==> src/rtl/utimer_arb_if.sv <==
// Signal bundle between utimer_arb, its requesters and the shared 8-bit counter.
// Handshake: req is a level held by a requester until its one-cycle done pulse
// (or dropped to cancel); grant shows the current owner and ctr_* drive the counter.
interface utimer_arb_if #(
  parameter int NREQ = 4,
  parameter int IW   = 3
);
  logic [NREQ-1:0]   req;
  logic [8*NREQ-1:0] req_len;
  logic [NREQ-1:0]   done;
  logic [NREQ-1:0]   grant;
  logic [IW-1:0]     grant_idx;
  logic              busy;
  logic              ctr_load_n;
  logic [7:0]        ctr_preld;
  logic              ctr_updown;
  logic              ctr_wrapstop;
  logic [7:0]        ctr_dcount;
  logic [1:0]        dbg_state;

  modport master (
    output req, req_len, ctr_dcount,
    input  done, grant, grant_idx, busy, ctr_load_n, ctr_preld,
           ctr_updown, ctr_wrapstop, dbg_state
  );

  modport slave (
    input  req, req_len, ctr_dcount,
    output done, grant, grant_idx, busy, ctr_load_n, ctr_preld,
           ctr_updown, ctr_wrapstop, dbg_state
  );
endinterface

==> src/rtl/utimer_arb.sv <==
// Shares one 8-bit down-counter among NREQ timeout requesters (IDLE/LOAD/RUN).
// Define UTIMER_ARB_PRIO_EN for fixed lowest-index priority instead of round-robin.
module utimer_arb #(
  parameter int NREQ = 4,
  parameter int IW   = 3
) (
  input logic         clk,
  input logic         _areset,
  utimer_arb_if.slave bus
);
  typedef enum logic [1:0] {
    S_IDLE = 2'd0,
    S_LOAD = 2'd1,
    S_RUN  = 2'd2
  } state_e;

  state_e            state_q, state_d;
  logic [NREQ-1:0]   grant_q, grant_d;
  logic [NREQ-1:0]   done_q, done_d;
  logic [IW-1:0]     idx_q, idx_d;
  logic [IW-1:0]     win_idx;
  logic              win_vld;
  logic [IW-1:0]     cand;
  logic [NREQ-1:0]   req_rot;
  logic              owner_req;
  logic [8*NREQ-1:0] len_shift;

`ifdef UTIMER_ARB_PRIO_EN
  // Descending scan: the last hit written is the lowest set index.
  always_comb begin
    win_vld = 1'b0;
    win_idx = '0;
    cand    = '0;
    req_rot = '0;
    for (int i = NREQ - 1; i >= 0; i--) begin
      cand    = IW'(i);
      req_rot = bus.req >> cand;
      if (req_rot[0]) begin
        win_vld = 1'b1;
        win_idx = cand;
      end
    end
  end
`else
  logic [IW-1:0] ptr_q, ptr_d;

  // Descending scan from pointer: the last hit is the first set bit at/after ptr_q.
  always_comb begin
    win_vld = 1'b0;
    win_idx = '0;
    cand    = '0;
    req_rot = '0;
    for (int i = NREQ - 1; i >= 0; i--) begin
      cand    = IW'((int'(ptr_q) + i) % NREQ);
      req_rot = bus.req >> cand;
      if (req_rot[0]) begin
        win_vld = 1'b1;
        win_idx = cand;
      end
    end
  end

  always_comb begin
    ptr_d = ptr_q;
    if (state_q == S_IDLE && win_vld) begin
      ptr_d = (win_idx == IW'(NREQ - 1)) ? '0 : win_idx + 1'b1;
    end
  end

  always_ff @(posedge clk or negedge _areset) begin
    if (!_areset) ptr_q <= '0;
    else          ptr_q <= ptr_d;
  end
`endif

  assign owner_req = |(bus.req & grant_q);

  always_comb begin
    state_d = state_q;
    grant_d = grant_q;
    idx_d   = idx_q;
    done_d  = '0;
    case (state_q)
      S_IDLE: begin
        if (win_vld) begin
          state_d = S_LOAD;
          grant_d = {{(NREQ-1){1'b0}}, 1'b1} << win_idx;
          idx_d   = win_idx;
        end
      end
      S_LOAD: begin
        if (!owner_req) begin
          state_d = S_IDLE;
          grant_d = '0;
          idx_d   = '0;
        end else begin
          state_d = S_RUN;
        end
      end
      S_RUN: begin
        // A cancel in the expiry cycle wins: the requester no longer wants done.
        if (!owner_req) begin
          state_d = S_IDLE;
          grant_d = '0;
          idx_d   = '0;
        end else if (bus.ctr_dcount == 8'd0) begin
          state_d = S_IDLE;
          done_d  = grant_q;
          grant_d = '0;
          idx_d   = '0;
        end
      end
      default: begin
        state_d = S_IDLE;
        grant_d = '0;
        idx_d   = '0;
      end
    endcase
  end

  always_ff @(posedge clk or negedge _areset) begin
    if (!_areset) begin
      state_q <= S_IDLE;
      grant_q <= '0;
      idx_q   <= '0;
      done_q  <= '0;
    end else begin
      state_q <= state_d;
      grant_q <= grant_d;
      idx_q   <= idx_d;
      done_q  <= done_d;
    end
  end

  assign len_shift        = bus.req_len >> {idx_q, 3'b000};
  assign bus.ctr_load_n   = (state_q != S_LOAD);
  assign bus.ctr_preld    = (state_q == S_LOAD) ? len_shift[7:0] : 8'd0;
  assign bus.ctr_updown   = 1'b0;
  assign bus.ctr_wrapstop = 1'b0;
  assign bus.grant        = grant_q;
  assign bus.grant_idx    = idx_q;
  assign bus.done         = done_q;
  assign bus.busy         = (state_q != S_IDLE);
  assign bus.dbg_state    = state_q;
endmodule

==> src/flat_wrapper.sv <==
// flat-port wrapper written by rule: the top's interface ports become plain ports
module utimer_arb_flat 
#(
  parameter int NREQ = 4,
  parameter int IW   = 3
)
  (clk, _areset, bus_req, bus_req_len, bus_ctr_dcount, bus_done, bus_grant, bus_grant_idx, bus_busy, bus_ctr_load_n, bus_ctr_preld, bus_ctr_updown, bus_ctr_wrapstop, bus_dbg_state);
  utimer_arb_if #(.NREQ(NREQ), .IW(IW)) bus_i ();
  input logic clk;
  input logic _areset;
  input wire logic [$bits(bus_i.req)-1:0] bus_req;
  input wire logic [$bits(bus_i.req_len)-1:0] bus_req_len;
  input wire logic [$bits(bus_i.ctr_dcount)-1:0] bus_ctr_dcount;
  output wire logic [$bits(bus_i.done)-1:0] bus_done;
  output wire logic [$bits(bus_i.grant)-1:0] bus_grant;
  output wire logic [$bits(bus_i.grant_idx)-1:0] bus_grant_idx;
  output wire logic [$bits(bus_i.busy)-1:0] bus_busy;
  output wire logic [$bits(bus_i.ctr_load_n)-1:0] bus_ctr_load_n;
  output wire logic [$bits(bus_i.ctr_preld)-1:0] bus_ctr_preld;
  output wire logic [$bits(bus_i.ctr_updown)-1:0] bus_ctr_updown;
  output wire logic [$bits(bus_i.ctr_wrapstop)-1:0] bus_ctr_wrapstop;
  output wire logic [$bits(bus_i.dbg_state)-1:0] bus_dbg_state;
  assign bus_i.req = bus_req;
  assign bus_i.req_len = bus_req_len;
  assign bus_i.ctr_dcount = bus_ctr_dcount;
  assign bus_done = bus_i.done;
  assign bus_grant = bus_i.grant;
  assign bus_grant_idx = bus_i.grant_idx;
  assign bus_busy = bus_i.busy;
  assign bus_ctr_load_n = bus_i.ctr_load_n;
  assign bus_ctr_preld = bus_i.ctr_preld;
  assign bus_ctr_updown = bus_i.ctr_updown;
  assign bus_ctr_wrapstop = bus_i.ctr_wrapstop;
  assign bus_dbg_state = bus_i.dbg_state;
  utimer_arb #(.NREQ(NREQ), .IW(IW)) u_core (.clk(clk), ._areset(_areset), .bus(bus_i));
endmodule
==> config.mk <==
export PLATFORM = sky130hd
export DESIGN_NAME = utimer_arb_flat
export DESIGN_NICKNAME = d
export VERILOG_FILES = /design/src/rtl/utimer_arb_if.sv /design/src/rtl/utimer_arb.sv /design/src/flat_wrapper.sv
export SDC_FILE = /design/constraint.sdc
export NUM_CORES = 1
export LEC_CHECK = 0
export ABC_AREA = 1
export CAP_MARGIN = 20
export CORE_MARGIN = 4
export CORE_UTILIZATION = 37
export CTS_CLUSTER_SIZE = 20
export DETAILED_ROUTE_END_ITERATION = 8
export GPL_ROUTABILITY_DRIVEN = 0
export PLACE_DENSITY = 0.8
export SLEW_MARGIN = 20
export SYNTH_ARGS = -nofsm -noshare
export SYNTH_HDL_FRONTEND = slang
export SYNTH_SLANG_ARGS = --single-unit
==> constraint.sdc <==
create_clock -name clk -period 1.8 [get_ports clk]
set_input_delay 0.36 -clock clk [delete_from_list [all_inputs] [get_ports clk]]
set_output_delay 0.36 -clock clk [all_outputs]
set_load 0.01 [all_outputs]
==> impl_metrics.ini, run 1 <==
[setup_path]
end_kind = output pin
path_cells = buf_4 -> clkdlybuf4s50_1
r2r_slack_ps = 220
reg2reg_to = u_core.ptr_q[1]
cp_slowest_cell = clkdlybuf4s50_1
arrival_ps = 1380
reg2reg_from = u_core.ptr_q[1]
cpPeakStageDelay_ps = 530
crit_family = buffers and inverters
r2r.worst_path.cells = 12
worstPathRequired_ps = 1440
critPathKind = flip-flop to output pin
critPathLaunchType = flip-flop
crit_path_max_fanout = 5
critPathLaunch = u_core.bus.grant_idx[1]
worst-path-buf-inv = 2

[layout]
design_area_um2 = 1970
n_antenna_cell = 0
syn_to_final_growth_pct = 72.6
finish.net_count = 317
layout-drive-gt1-share_pct = 19.7
final_core_util_pct = 69.1

[sta]
skew_ps = 1.99
hold_viol = 0
period_share_pct = 96.4
setup_ws_ps = 64.9
drv_slew = 0
fin_crit_ps = 1740
rsz0062_at_grt = yes
fmax_ghz = 0.576
setup_violations = 0

[drt]
drtIter0Drc = 92
wire_per_inst_um = 12.3
vias = 1465
antenna_left = 0
viasPerCell = 4.88
route.detailed.drc = 0
drt_wl_total_um = 3700
drtPass1Iterations = 4

[global_routing]
grtUsageMet2_pct = 28.4
grt_use_met3_pct = 4.97
track_usage_pct = 17.7
grt_pass1_vias = 1291
grt_pass1_wl_um = 5900
grt-ovfl-total = 0
grtUsageMet1_pct = 24.8
antenna_found_initial = 0
grt_max_degree = 15
top_usage_layer = met2

[synthesis]
ys_seq_area_share_pct = 30.7
synth_area_leader_cell = dfrtp_1
syn_avg_cell_area_um2 = 6.21
synth_top_area_share_pct = 30.7
synth_area_leaders = dfrtp_1, nor2_1, nand2_1, o21ai_0, inv_1
netlist_area_um2 = 1140
ys_ff_latch = 14
ys_types = 27
yosys_warnings = 0
synth_cells = 184

[hold_path]
holdCritPathClass = input pin to asynchronous set/reset pin

[cts]
cts-root-buf = clkbuf_4
worstSkewPairLatency_ps = 270
cts.clk_slew.worst_paths_ps = 80
cts_buffers = 3
cts.sinks = 14
cts_tree = done
cts_setup_buffers = 0
cts_max_path_buffers = 2
cts_max_level = 1

[run]
cap_violations = 0

[place]
dp_hpwl_um = 3090
placed_area_um2 = 1960
pre_cts_ws_ps = -307
io_buffers = 67

[power_and_ir_drop]
p_leak_uw = 0.000963
power_density_nw_per_um2 = 1400
p_total_uw = 2760
irDropWorstVdd_mv = 1.12

[run_status]
status = complete, no violations

[floorplan]
pin_count = 71
num_rows = 19
dieArea_um2 = 4040
die-width_um = 63.6
core_um2 = 2850
die_h_um = 63.6
initial_utilization_pct = 40.0
==> cell usage in the layout, fill, tap and decap left out, drive strengths merged, types with 2 or more instances in the layout <==
| cell | netlist | final |
|---|---|---|
| a21oi | 10 | 10 |
| buf | 6 | 27 |
| clkbuf | 2 | 5 |
| clkdlybuf4s50 | 0 | 56 |
| conb | 1 | 3 |
| dfrtp | 14 | 14 |
| dlygate4sd2 | 0 | 2 |
| inv | 21 | 21 |
| nand2 | 48 | 48 |
| nand3 | 7 | 7 |
| nor2 | 40 | 40 |
| nor3 | 5 | 5 |
| nor4 | 2 | 2 |
| o21ai | 22 | 22 |
| o22ai | 2 | 2 |
==> cell usage after synthesis <==
cell / instances
nor2_1: 40
nand2_1: 38
inv_1: 20
o21ai_0: 19
dfrtp_1: 14
a21oi_1: 9
nand2_2: 8
nand3_1: 6
nor3_1: 4
buf_4: 3
o21ai_1: 3
clkbuf_1: 2
nand2_4: 2
nor4_1: 2
o22ai_1: 2
a21oi_2: 1
buf_1: 1
buf_2: 1
buf_6: 1
clkinv_1: 1
conb_1: 1
inv_6: 1
nand3_2: 1
nand4_1: 1
nor3_4: 1
o21a_1: 1
or2_0: 1
==> area by class of cell <==
type                            instances  area [um^2]
Fill cell                             264          881
Inverter                               22         87.6
Timing Repair Buffer                   88          793
Sequential cell                        14          353
Clock buffer                            3         22.5
Tap cell                               31         38.8
Multi-Input combinational cell        142          677
==> where the power goes <==
group	internal, uW	total [uW]	switching, uW
clock	77.4	169	91.3
sequential	412	521	109
combinational	915	2070	1150
total	1400	2760	1350
==> kinds of logic after synthesis <==
family                 synth area share (%)
DFF                                    30.7
buffers and inverters                  12.0
other                                 0.328
and+or+nand+nor                        40.9
AOI/OAI and AO/OA                      16.1
==> flip-flops by register name (all words and copies together), names as in the netlist <==
register and cells:
u_core.ptr_q 2, u_core.bus.grant_idx 2, u_core.bus.grant 4, u_core.bus.done 4, u_core.bus.dbg_state 2
==> worst reg2reg max path, cell delays in order, from the launching register on <==
cell	delay, ps
dfrtp_1	440
inv_1	160
nand2_1	80
nand2_2	90
nand2_1	80
nand2_1	70
nand2_1	50
a21oi_1	160
inv_1	120
nand2_2	90
nand2_1	50
nand2_1	50
nand2_1	40
==> stage by stage <==
| stage | hold WS, ps | instances | TNS [ps] |
|---|---|---|---|
| 6_report | 403 | 300 | 0 |
| 5_1_grt | 423 | 300 | -33.8 |
| 4_1_cts | 404 | 299 | -148 |
| 3_5_place_dp | 511 | 296 | -2780 |
| 3_3_place_gp | 501 | 296 | -2470 |
| 2_1_floorplan | 64.4 | 186 | 0 |
==> routing by layer <==
metal | share of wire, % | vias to the layer above
met5 | 0 | -
met4 | 0 | 0
met3 | 8.3 | 0
met2 | 45 | 61
met1 | 47 | 655
li1 | - | 749
==> how the worst max path moves through the flow <==
stage	end	slack, ps	cells past startpoint
2_1_floorplan	bus_ctr_preld[5]	150	5
3_3_place_gp	bus_ctr_preld[1]	-290	6
3_5_place_dp	bus_ctr_preld[7]	-310	6
4_1_cts	bus_ctr_preld[6]	-30	6
5_1_grt	bus_ctr_preld[1]	-20	6
6_report	bus_grant_idx[1]	60	2
==> what timing repair did <==
| action | in CTS | in global routing |
|---|---|---|
| gates cloned | 0 | 1 |
| endpoints found under the setup margin | 10 | 13 |
| hold buffers | 0 | 0 |
| gates resized for setup | 27 | 22 |
| pin swaps | 0 | 6 |
Power figures use the tool's default switching activity.
==> run 2, diff against run 1 <==
--- a/config.mk
+++ b/config.mk
@@ -13,7 +13,6 @@
 export DETAILED_ROUTE_END_ITERATION = 8
 export GPL_ROUTABILITY_DRIVEN = 0
 export PLACE_DENSITY = 0.8
-export SLEW_MARGIN = 20
 export SYNTH_ARGS = -nofsm -noshare
 export SYNTH_HDL_FRONTEND = slang
 export SYNTH_SLANG_ARGS = --single-unit
==> constraint.sdc (replaced) <==
create_clock -name clk -period 1.8 [get_ports clk]
set_input_delay 0.27 -clock clk [delete_from_list [all_inputs] [get_ports clk]]
set_output_delay 0.27 -clock clk [all_outputs]
set_load 0.01 [all_outputs]
==> impl_metrics.ini, run 2 (synthesized netlist as in run 1, its figures left out) <==
[power_and_ir_drop]
switching_share_pct = 50.0
irDropWorstVdd_mv = 1.10
switchingPower_uw = 1350
p_int_uw = 1350
power_density_nw_per_um2 = 1410
p_leak_uw = 0.000922
seq_power_share_pct = 18.9
power_frac_clock_pct = 6.3
p_comb_share_pct = 74.8

[floorplan]
die-width_um = 63.6
core_um2 = 2850
dieArea_um2 = 4040
initial_utilization_pct = 40.0
pin_count = 71
die_h_um = 63.6
num_rows = 19

[layout]
finish.net_count = 309
layout_common_cells = clkdlybuf4s50_1, nor2_1, nand2_1, inv_1, o21ai_0
final_common_cell = clkdlybuf4s50_1
final_core_util_pct = 67.1
design_area_um2 = 1910
layout-drive-gt1-share_pct = 15.3
syn_to_final_growth_pct = 67.6
n_antenna_cell = 0

[drt]
route.detailed.drc = 0
drtIter0Drc = 97
wl_met1_um = 1670
wire_per_inst_um = 12.6
top_layer = met4
antenna_left = 0
vias = 1432
drtPass1Iterations = 4
met3_length_um = 340
viasPerCell = 4.90
wl_met2_um = 1660
drt_wl_total_um = 3680

[setup_path]
crit_path_max_fanout = 9
worstPathRequired_ps = 1530
crit_top_cell = nor2_1
cpPeakStageDelay_ps = 420
critPathLaunchType = flip-flop
path_cells = buf_6 -> nor2_1 -> nor2_1 -> o21ai_0 -> a21oi_1 -> clkdlybuf4s15_1
arrival_ps = 1460
worst-path-buf-inv = 2
end_kind = output pin
cp_slowest_cell = dfrtp_1
crit_family = flip-flops
critPathKind = flip-flop to output pin

[cts]
worstSkewPairLatency_ps = 270
cts.clk_slew.worst_paths_ps = 80
cts_max_path_buffers = 2
cts_buffers = 3
postCtsHoldBufs = 0
cts-root-buf = clkbuf_4
cts.sinks = 14
cts_max_level = 1
cts_tree = done

[place]
dp_hpwl_um = 3060
io_buffers = 67
placed_area_um2 = 1900

[global_routing]
grt-ovfl-total = 0
antenna_found_initial = 0
track_usage_pct = 18.1
grt_pass1_wl_um = 6040
grt_pass1_vias = 1367
grt_max_degree = 15

[sta]
drv_slew = 0
slew_headroom_pct = 59.9
hold_viol = 0
tightest_slew_ps = 600
setup_violations = 0
fmax_ghz = 0.579
period_share_pct = 95.9
skew_ps = 10.7
fin_crit_ps = 1730

[run_status]
status = complete, no violations

[run]
cap_violations = 0

[hold_path]
holdCritPathClass = input pin to asynchronous set/reset pin
## run 2: changes by cell type in the layout (fill, tap and decap cells not counted), moves of 2 or more
cell	delta
buf_2	-7
buf_4	-7
clkbuf_2	+5
nor2_1	+2
nor2_2	-2
o21ai_0	+5
o21ai_1	-5
## run 2: metal layers
metal / GRT usage (%) / vias up
li1: - / 731
met1: 24.4 / 622
met2: 30.2 / 77
met3: 4.09 / 2
met4: 2.43 / 0
met5: 0 / -
## run 2: through the flow
step                      setup TNS (ps)  setup slack, ps  hold WS [ps]  std cells  total power (uW)
after floorplan                        0              241         -25.6        186              1760
after global placement              -688             -113           499        288              2540
after detailed placement            -929             -132           506        288              2580
after CTS                              0             30.4           394        292              2700
after global routing               -6.86            -6.86           417        292              2960
final                                  0             73.5           370        292              2700
## run 2: power groups by stage
stage          registers [uW]  clock network (uW)  logic (uW)
2_1_floorplan             495                   0        1260
3_3_place_gp              509                   0        2030
3_5_place_dp              511                   0        2070
4_1_cts                   504                 168        2030
5_1_grt                   528                 182        2250
6_report                  511                 169        2020
## run 2: area by class of cell
cell class	instances	area (um^2)
inverter	22	87.6
timing repair buffer	80	742
tap	31	38.8
clock buffer	3	22.5
multi-input combinational	142	672
fill	264	938
sequential	14	352
## run 2: final timing paths
| path | to | start | slack [ps] | depth (start not counted) |
|---|---|---|---|---|
| worst min-delay path | u_core.bus.grant[0] | _areset | 370 | 1 |
| max in group asynchronous | u_core.ptr_q[0] | _areset | 1010 | 1 |
| worst min register to register | u_core.bus.grant[1] | u_core.bus.grant[1] | 520 | 2 |
| worst max-delay path | bus_ctr_preld[4] | u_core.bus.grant_idx[0] | 70 | 6 |
| worst max register to register | u_core.bus.grant[3] | u_core.ptr_q[0] | 210 | 11 |
| min in group clk | u_core.bus.grant[1] | u_core.bus.grant[1] | 520 | 2 |
## run 2: timing repair
| action | CTS | global route |
|---|---|---|
| gates resized for setup | 11 | 21 |
| gates cloned | 0 | 0 |
| pin swaps | 0 | 1 |
| setup endpoints to repair | 10 | 12 |
| setup buffers | 1 | 0 |
| hold endpoints to repair | 0 | 0 |
